**src/rtl/control_sequencer_if.sv**
```systemverilog
// Handshake bundle between the control sequencer and the datapath/select-encode stage.
// The master side is the sequencer; the slave side is the datapath that obeys the strobes.
interface control_sequencer_if;
    logic [31:0] ir;
    logic        con_ff;
    logic        mem_ready;
    logic        Gra, Grb, Grc, Rin, Rout, BAout;
    logic        Cout, PCout, PCin, IncPC, MARin, MDRin, MDRout, IRin;
    logic        Yin, Zin, Zlowout, CONin;
    logic        Read, Write;
    logic [3:0]  alu_op;
    logic        run;
    logic        err;

    modport master (
        input  ir, con_ff, mem_ready,
        output Gra, Grb, Grc, Rin, Rout, BAout,
        output Cout, PCout, PCin, IncPC, MARin, MDRin, MDRout, IRin,
        output Yin, Zin, Zlowout, CONin, Read, Write, alu_op, run, err
    );

    modport slave (
        output ir, con_ff, mem_ready,
        input  Gra, Grb, Grc, Rin, Rout, BAout,
        input  Cout, PCout, PCin, IncPC, MARin, MDRin, MDRout, IRin,
        input  Yin, Zin, Zlowout, CONin, Read, Write, alu_op, run, err
    );
endinterface

```
**src/rtl/control_sequencer.sv**
```systemverilog
// Multi-cycle control unit: fetch T0-T2, execute T3-T7, with bounded memory wait states.
// Strobes are a combinational decode of the registered step; reset forces them low at once.
module control_sequencer #(
    parameter int unsigned MEM_TIMEOUT = 255
) (
    input logic                 clock,
    input logic                 reset_n,
    control_sequencer_if.master bus
);

    typedef enum logic [3:0] {
        T0, T1, T2, T3, T4, T5, T6, T7, S_HALT, S_ERR
    } state_e;

    localparam logic [4:0] OP_LD   = 5'b00000;
    localparam logic [4:0] OP_LDI  = 5'b00001;
    localparam logic [4:0] OP_ST   = 5'b00010;
    localparam logic [4:0] OP_ADD  = 5'b00011;
    localparam logic [4:0] OP_SUB  = 5'b00100;
    localparam logic [4:0] OP_AND  = 5'b00101;
    localparam logic [4:0] OP_OR   = 5'b00110;
    localparam logic [4:0] OP_ADDI = 5'b01011;
    localparam logic [4:0] OP_ANDI = 5'b01100;
    localparam logic [4:0] OP_ORI  = 5'b01101;
    localparam logic [4:0] OP_BR   = 5'b10010;
    localparam logic [4:0] OP_NOP  = 5'b11001;
    localparam logic [4:0] OP_HALT = 5'b11010;

    state_e      state_q, state_d;
    logic [31:0] cnt_q, cnt_d;
    logic        first_q;
    logic [4:0]  op_q;
    logic        run_q, err_q;

    logic [4:0]  op;
    logic        in_wait;
    logic        tmo;
    logic        is_r, is_i, is_mem;
    logic        unused_ir;

    assign unused_ir = ^bus.ir[26:0];

    // The opcode is taken live in T3 and held for the rest of the instruction.
    assign op     = (state_q == T3) ? bus.ir[31:27] : op_q;
    assign is_r   = (op == OP_ADD) || (op == OP_SUB) || (op == OP_AND) || (op == OP_OR);
    assign is_i   = (op == OP_ADDI) || (op == OP_ANDI) || (op == OP_ORI);
    assign is_mem = (op == OP_LD) || (op == OP_ST);

    assign in_wait = (state_q == T1) ||
                     ((state_q == T6) && (op == OP_LD)) ||
                     ((state_q == T7) && (op == OP_ST));

    // Fires on the last tolerated idle cycle, so a ready in that cycle never collides.
    assign tmo = (MEM_TIMEOUT != 0) && !bus.mem_ready &&
                 ((cnt_q + 32'd1) >= MEM_TIMEOUT);

    function automatic logic [3:0] alu_of(input logic [4:0] o);
        case (o)
            OP_SUB:          return 4'd1;
            OP_AND, OP_ANDI: return 4'd2;
            OP_OR,  OP_ORI:  return 4'd3;
            default:         return 4'd0;
        endcase
    endfunction

    always_comb begin
        state_d = state_q;
        case (state_q)
            T0: state_d = T1;
            T1: begin
                if (bus.mem_ready) state_d = T2;
                else if (tmo)      state_d = S_ERR;
            end
            T2: state_d = T3;
            T3: begin
                if (op == OP_NOP)                      state_d = T0;
                else if (op == OP_HALT)                state_d = S_HALT;
                else if (is_r || is_i || is_mem ||
                         op == OP_LDI || op == OP_BR)  state_d = T4;
                else                                   state_d = S_ERR;
            end
            T4: state_d = T5;
            T5: state_d = (is_mem || op == OP_BR) ? T6 : T0;
            T6: begin
                if (op == OP_LD) begin
                    if (bus.mem_ready) state_d = T7;
                    else if (tmo)      state_d = S_ERR;
                end else if (op == OP_ST) begin
                    state_d = T7;
                end else begin
                    state_d = T0;
                end
            end
            T7: begin
                if (op == OP_ST) begin
                    if (bus.mem_ready) state_d = T0;
                    else if (tmo)      state_d = S_ERR;
                end else begin
                    state_d = T0;
                end
            end
            default: state_d = state_q;
        endcase
    end

    always_comb begin
        if (state_d != state_q)
            cnt_d = '0;
        else if (in_wait && !bus.mem_ready && (cnt_q != '1))
            cnt_d = cnt_q + 32'd1;
        else
            cnt_d = cnt_q;
    end

    always_ff @(posedge clock or negedge reset_n) begin
        if (!reset_n) begin
            state_q <= T0;
            cnt_q   <= '0;
            first_q <= 1'b0;
            op_q    <= 5'd0;
            run_q   <= 1'b1;
            err_q   <= 1'b0;
        end else begin
            state_q <= state_d;
            cnt_q   <= cnt_d;
            first_q <= (state_d != state_q);
            if (state_q == T3) op_q <= bus.ir[31:27];
            run_q   <= !((state_d == S_HALT) || (state_d == S_ERR));
            err_q   <= err_q || (state_d == S_ERR);
        end
    end

    assign bus.run = run_q;
    assign bus.err = err_q;

    always_comb begin
        bus.Gra = 1'b0;  bus.Grb = 1'b0;  bus.Grc = 1'b0;
        bus.Rin = 1'b0;  bus.Rout = 1'b0; bus.BAout = 1'b0;
        bus.Cout = 1'b0; bus.PCout = 1'b0; bus.PCin = 1'b0; bus.IncPC = 1'b0;
        bus.MARin = 1'b0; bus.MDRin = 1'b0; bus.MDRout = 1'b0; bus.IRin = 1'b0;
        bus.Yin = 1'b0;  bus.Zin = 1'b0;  bus.Zlowout = 1'b0; bus.CONin = 1'b0;
        bus.Read = 1'b0; bus.Write = 1'b0;
        bus.alu_op = 4'd0;
        if (reset_n) begin
            case (state_q)
                T0: begin
                    bus.PCout = 1'b1; bus.MARin = 1'b1; bus.IncPC = 1'b1; bus.Zin = 1'b1;
                end
                T1: begin
                    bus.Zlowout = first_q;
                    bus.PCin    = first_q;
                    bus.Read    = 1'b1;
                    bus.MDRin   = bus.mem_ready;
                end
                T2: begin
                    bus.MDRout = 1'b1; bus.IRin = 1'b1;
                end
                T3: begin
                    if (is_mem || op == OP_LDI) begin
                        bus.Grb = 1'b1; bus.BAout = 1'b1; bus.Yin = 1'b1;
                    end else if (is_r || is_i) begin
                        bus.Grb = 1'b1; bus.Rout = 1'b1; bus.Yin = 1'b1;
                    end else if (op == OP_BR) begin
                        bus.Gra = 1'b1; bus.Rout = 1'b1; bus.CONin = 1'b1;
                    end
                end
                T4: begin
                    if (is_r) begin
                        bus.Grc = 1'b1; bus.Rout = 1'b1; bus.Zin = 1'b1;
                        bus.alu_op = alu_of(op);
                    end else if (op == OP_BR) begin
                        bus.PCout = 1'b1; bus.Yin = 1'b1;
                    end else begin
                        bus.Cout = 1'b1; bus.Zin = 1'b1;
                        bus.alu_op = alu_of(op);
                    end
                end
                T5: begin
                    if (is_mem) begin
                        bus.Zlowout = 1'b1; bus.MARin = 1'b1;
                    end else if (op == OP_BR) begin
                        bus.Cout = 1'b1; bus.Zin = 1'b1;
                    end else begin
                        bus.Zlowout = 1'b1; bus.Gra = 1'b1; bus.Rin = 1'b1;
                    end
                end
                T6: begin
                    if (op == OP_LD) begin
                        bus.Read  = 1'b1;
                        bus.MDRin = bus.mem_ready;
                    end else if (op == OP_ST) begin
                        bus.Gra = 1'b1; bus.Rout = 1'b1; bus.MDRin = 1'b1;
                    end else begin
                        bus.Zlowout = bus.con_ff;
                        bus.PCin    = bus.con_ff;
                    end
                end
                T7: begin
                    if (op == OP_ST) begin
                        bus.Write = 1'b1;
                    end else begin
                        bus.MDRout = 1'b1; bus.Gra = 1'b1; bus.Rin = 1'b1;
                    end
                end
                default: ;
            endcase
        end
    end

endmodule
```
**src/flat_wrapper.sv**
```systemverilog
// flat-port wrapper written by rule: the top's interface ports become plain ports
module control_sequencer_flat 
#(
    parameter int unsigned MEM_TIMEOUT = 255
)
  (clock, reset_n, bus_ir, bus_con_ff, bus_mem_ready, bus_Gra, bus_Grb, bus_Grc, bus_Rin, bus_Rout, bus_BAout, bus_Cout, bus_PCout, bus_PCin, bus_IncPC, bus_MARin, bus_MDRin, bus_MDRout, bus_IRin, bus_Yin, bus_Zin, bus_Zlowout, bus_CONin, bus_Read, bus_Write, bus_alu_op, bus_run, bus_err);
  control_sequencer_if bus_i ();
  input logic clock;
  input logic reset_n;
  input wire logic [$bits(bus_i.ir)-1:0] bus_ir;
  input wire logic [$bits(bus_i.con_ff)-1:0] bus_con_ff;
  input wire logic [$bits(bus_i.mem_ready)-1:0] bus_mem_ready;
  output wire logic [$bits(bus_i.Gra)-1:0] bus_Gra;
  output wire logic [$bits(bus_i.Grb)-1:0] bus_Grb;
  output wire logic [$bits(bus_i.Grc)-1:0] bus_Grc;
  output wire logic [$bits(bus_i.Rin)-1:0] bus_Rin;
  output wire logic [$bits(bus_i.Rout)-1:0] bus_Rout;
  output wire logic [$bits(bus_i.BAout)-1:0] bus_BAout;
  output wire logic [$bits(bus_i.Cout)-1:0] bus_Cout;
  output wire logic [$bits(bus_i.PCout)-1:0] bus_PCout;
  output wire logic [$bits(bus_i.PCin)-1:0] bus_PCin;
  output wire logic [$bits(bus_i.IncPC)-1:0] bus_IncPC;
  output wire logic [$bits(bus_i.MARin)-1:0] bus_MARin;
  output wire logic [$bits(bus_i.MDRin)-1:0] bus_MDRin;
  output wire logic [$bits(bus_i.MDRout)-1:0] bus_MDRout;
  output wire logic [$bits(bus_i.IRin)-1:0] bus_IRin;
  output wire logic [$bits(bus_i.Yin)-1:0] bus_Yin;
  output wire logic [$bits(bus_i.Zin)-1:0] bus_Zin;
  output wire logic [$bits(bus_i.Zlowout)-1:0] bus_Zlowout;
  output wire logic [$bits(bus_i.CONin)-1:0] bus_CONin;
  output wire logic [$bits(bus_i.Read)-1:0] bus_Read;
  output wire logic [$bits(bus_i.Write)-1:0] bus_Write;
  output wire logic [$bits(bus_i.alu_op)-1:0] bus_alu_op;
  output wire logic [$bits(bus_i.run)-1:0] bus_run;
  output wire logic [$bits(bus_i.err)-1:0] bus_err;
  assign bus_i.ir = bus_ir;
  assign bus_i.con_ff = bus_con_ff;
  assign bus_i.mem_ready = bus_mem_ready;
  assign bus_Gra = bus_i.Gra;
  assign bus_Grb = bus_i.Grb;
  assign bus_Grc = bus_i.Grc;
  assign bus_Rin = bus_i.Rin;
  assign bus_Rout = bus_i.Rout;
  assign bus_BAout = bus_i.BAout;
  assign bus_Cout = bus_i.Cout;
  assign bus_PCout = bus_i.PCout;
  assign bus_PCin = bus_i.PCin;
  assign bus_IncPC = bus_i.IncPC;
  assign bus_MARin = bus_i.MARin;
  assign bus_MDRin = bus_i.MDRin;
  assign bus_MDRout = bus_i.MDRout;
  assign bus_IRin = bus_i.IRin;
  assign bus_Yin = bus_i.Yin;
  assign bus_Zin = bus_i.Zin;
  assign bus_Zlowout = bus_i.Zlowout;
  assign bus_CONin = bus_i.CONin;
  assign bus_Read = bus_i.Read;
  assign bus_Write = bus_i.Write;
  assign bus_alu_op = bus_i.alu_op;
  assign bus_run = bus_i.run;
  assign bus_err = bus_i.err;
  control_sequencer #(.MEM_TIMEOUT(MEM_TIMEOUT)) u_core (.clock(clock), .reset_n(reset_n), .bus(bus_i));
endmodule
```
**config.mk**
```make
export PLATFORM = sky130hd
export DESIGN_NAME = control_sequencer_flat
export DESIGN_NICKNAME = d
export VERILOG_FILES = /design/src/rtl/control_sequencer_if.sv /design/src/rtl/control_sequencer.sv /design/src/flat_wrapper.sv
export SDC_FILE = /design/constraint.sdc
export NUM_CORES = 1
export LEC_CHECK = 0
export CAP_MARGIN = 30
export CORE_ASPECT_RATIO = 0.7
export CORE_UTILIZATION = 60
export DETAILED_ROUTE_END_ITERATION = 12
export PLACE_DENSITY = 0.95
export SLEW_MARGIN = 20
export SYNTH_ARGS = -nofsm -noshare
export SYNTH_HDL_FRONTEND = slang
export SYNTH_SLANG_ARGS = --single-unit
```
**constraint.sdc**
```tcl
create_clock -name clock -period 5.97 [get_ports clock]
set_input_delay 0.8955 -clock clock [delete_from_list [all_inputs] [get_ports clock]]
set_output_delay 0.8955 -clock clock [all_outputs]
set_load 0.01 [all_outputs]
```
==> results by group <==
Setup path
  – Delay of the slowest critical-path stage: about 0.80 ns
  – Critical path's top delay family: simple AND/OR/NAND/NOR gates
  – R2R Setup Slk: around 1.6 ns
  – Critical path class: flip-flop to output pin
  – R2R depth: 8
  – Worst endpoint data arrival time: approximately 4.1 ns
  – Critical R2R Launch: u_core.state_q[0]$_DFF_PN0_
  – Worst path required time: 5.07 ns
  – CP bufs+invs: 1
  – Critical Path Fanout Max: 24
  – Slowest CP cell: dfrtp_1
  – Critical Path Start Type: flip-flop
  – Critical Path Sink Type: output pin
  – CP Cell Sequence: nor4bb_2 > mux2i_1 > xnor2_1 > nand3_1 > nor2_1 > a21oi_1 > o32ai_1 > nor3b_1 > clkdlybuf4s50_1
  – Critical R2R Capture: u_core.cnt_q[23]$_DFFE_PN0P_

Clock network
  – Post-CTS Setup Inserts: 0
  – Clock Root Buffer: clkbuf_8
  – CTS Hold Bufs: 0
  – Worst-path clk slew: about 0.090 ns
  – H-tree levels: 2
  – Clock sink count: 44
  – Worst-skew pair later-pin latency: ~0.30 ns
  – Max Root-Sink Buffers: 2
  – Resize count post-CTS: 0
  – Total CTS buffers: 5
  – CTS tree: yes

Global route
  – Vias in the first global route: about 3600
  – Tot GR Track Use: approximately a third
  – GR Overflow Total: 0
  – First-pass GRT wire length: 17.9 mm
  – Initial antenna violation count: 0
  – Largest net degree at the start of global routing: between 50 and 60

Synthesis
  – Synth Area in Compound Gates: between 10% and 20%
  – Synth async-reset ratio: 100%
  – Synth Register Bits: 44
  – Xor-xnor portion of the synthesized cell area: 8.75%
  – Mapped Area: 0.00410 mm²
  – Largest family of logic cells by synthesized area: simple AND/OR/NAND/NOR gates
  – Mean Syn Cell Area: between 8 and 9 µm²
  – Post-Synthesis Cells: ~490
  – Unique masters post-synth: about 80
  – Simple-gate share of the synthesized area: 37.1%
  – Seq/Total Area, Yosys: 26.9%
  – Ys Warns: 0
  – Top FF cell, synth: dfrtp_1
  – Multiplexer area fraction after synthesis: 4.36%
  – EDFF count, synth: 0
  – Adder-cell share of the synthesized area: less than 1%

Finish
  – # diodes: 0
  – Most frequent cells in the layout: dfrtp_1, nand2_1, nor2_1
  – Layout cell share with drive strength beyond 1: between 10% and 20%
  – Most common cell after layout, fill and taps aside: dfrtp_1
  – Area Growth Syn to Fin: 8.14%
  – Final std cells w/o fill: between 500 and 600
  – Nets: ~530

Floorplan
  – Starting Density: between 60% and 70%
  – Placement Rows: 24
  – Num ports: between 60 and 70
  – DIE WIDTH: between 100 and 150 µm
  – Die area: between 0.007 and 0.008 mm²
  – Core Footprint: between 0.006 and 0.007 mm²
  – Die Ht: roughly 71 µm

Timing
  – RSZ-0062 raised after global routing: no
  – F_max: around 200 MHz
  – Clock period minus worst slack: between 5 and 6 ns
  – Final Hold Viols: 0
  – Max transition margin: 40.4%
  – Number of setup violations in the final report: 0
  – Fin crit share: 84.1%
  – Setup TNS: 0 ns
  – Skew final: 0.00669 ns
  – Pins Over Slew Limit: 0
  – Slew @ Worst Pin: about 0.89 ns

Run
  – Max-capacitance violation count: 0

Route
  – DRC Markers: 0
  – DR vias/cell: roughly 6.7
  – Wire length per cell: 18.8 µm
  – Via count: a little under 4000
  – DR WL met3: about 1.2 mm
  – Wl on met1: a little under 5 mm
  – Post-route ant nets: 0
  – First drt pass iteration count: 5
  – Met2 WL: 4.74 mm
  – Top sig layer: met4
  – 1st-iter DRT viols: approximately 420
  – Drt total wl: approximately 11 mm

Power
  – Max VDD drop: between 100 and 150 µV
  – Leak pwr: about 1.8 nW
  – Pwr Density: roughly 160 mW/mm²

Placement
  – Port bufs: 32
  – Post-Place Cells: slightly below 600
  – Placer Congestion: 0.940
  – Detailed Place HPWL: roughly 7.7 mm

Min path
  – Hold path depth: 2
  – WHS Endpoint: u_core.bus.err$_DFF_PN0_
  – Hold WC Path Type: flip-flop to flip-flop
  – Hold wc startpoint: u_core.bus.err$_DFF_PN0_

Status
  – Status: finished, final reports clean
worst min-delay path: stages, from the launching register on:
cell and delay [ns]:
dfrtp_1 0.40, inv_1 0.05, o41ai_1 0.07
report_power, final:
| group | internal (mW) | switching (mW) |
|---|---|---|
| sequential | 0.312 | 0.0514 |
| combinational | 0.0690 | 0.106 |
| clock | 0.0820 | 0.108 |
| total | 0.463 | 0.265 |
worst max-delay path by stage:
stage,depth (start not counted),to,from
after global routing,9,bus_Gra,u_core.state_q[0]$_DFF_PN0_
after floorplan,7,bus_Rout,bus_ir[27]
after global placement,9,bus_Gra,u_core.state_q[0]$_DFF_PN0_
final,9,bus_Rout,u_core.state_q[0]$_DFF_PN0_
after CTS,9,bus_Gra,u_core.state_q[0]$_DFF_PN0_
after detailed placement,9,bus_Gra,u_core.state_q[0]$_DFF_PN0_
through the flow:
stage	utilization [%]	hold slack, ns	instance area (µm²)	total power [mW]	setup slack (ns)
after floorplan	-	0.497	4110	0.489	2.58
final	69.0	0.562	4440	0.729	0.949
after detailed placement	67.7	0.516	4350	0.536	1.36
after global routing	69.0	0.583	4440	0.760	0.742
after global placement	67.7	0.508	4350	0.527	1.48
after CTS	69.0	0.549	4440	0.723	1.04
registers in the layout, summed over array words and instances, names as in the netlist:
| signal | count |
|---|---|
| u_core.cnt_q | 32 |
| u_core.op_q | 5 |
| u_core.state_q | 4 |
| u_core.bus.err | 1 |
| u_core.bus.run | 1 |
| u_core.first_q | 1 |
routing by layer:
metal | GRT usage, % | vias to the layer above
met3 | 6.52 | 25
li1 | - | 1779
met1 | 46.0 | 1867
met5 | 0 | -
met4 | 9.66 | 0
met2 | 47.0 | 277
Yosys cell counts, types with 4 or more instances:
library cell / number / area [µm²]
a21oi_1: 17 / 85.1
a31oi_1: 8 / 50.1
and2_1: 13 / 81.3
and3_1: 7 / 43.8
and4_1: 4 / 35.0
buf_2: 12 / 60.1
buf_4: 6 / 45.0
buf_6: 5 / 56.3
clkbuf_1: 11 / 41.3
dfrtp_1: 43 / 1080
inv_1: 17 / 63.8
mux2i_1: 12 / 120
nand2_1: 42 / 158
nand3_1: 22 / 110
nand4_1: 18 / 113
nor2_1: 38 / 143
nor2b_1: 9 / 56.3
nor3_1: 19 / 95.1
nor3_2: 33 / 330
nor3b_1: 6 / 45.0
nor4_1: 7 / 43.8
o21ai_0: 15 / 75.1
o22ai_1: 4 / 25.0
xnor2_1: 32 / 280
xor2_1: 9 / 78.8
kinds of logic after synthesis:
kind of cell    Yosys count
buf+inv                  56
xor+xnor                 41
fa+ha+maj                 2
compound gates           84
flops                    44
other cells               1
simple gates            244
mux                      16
area by class of cell:
class | count | area (µm²)
inverter | 18 | 67.6
clock buffer | 6 | 72.6
multi-input combinational | 389 | 2720
timing repair buffer | 36 | 345
tap | 91 | 114
clock inverter | 2 | 12.5
sequential | 44 | 1100
fill | 492 | 1990
No activity file was read; power rests on OpenSTA's default activity.
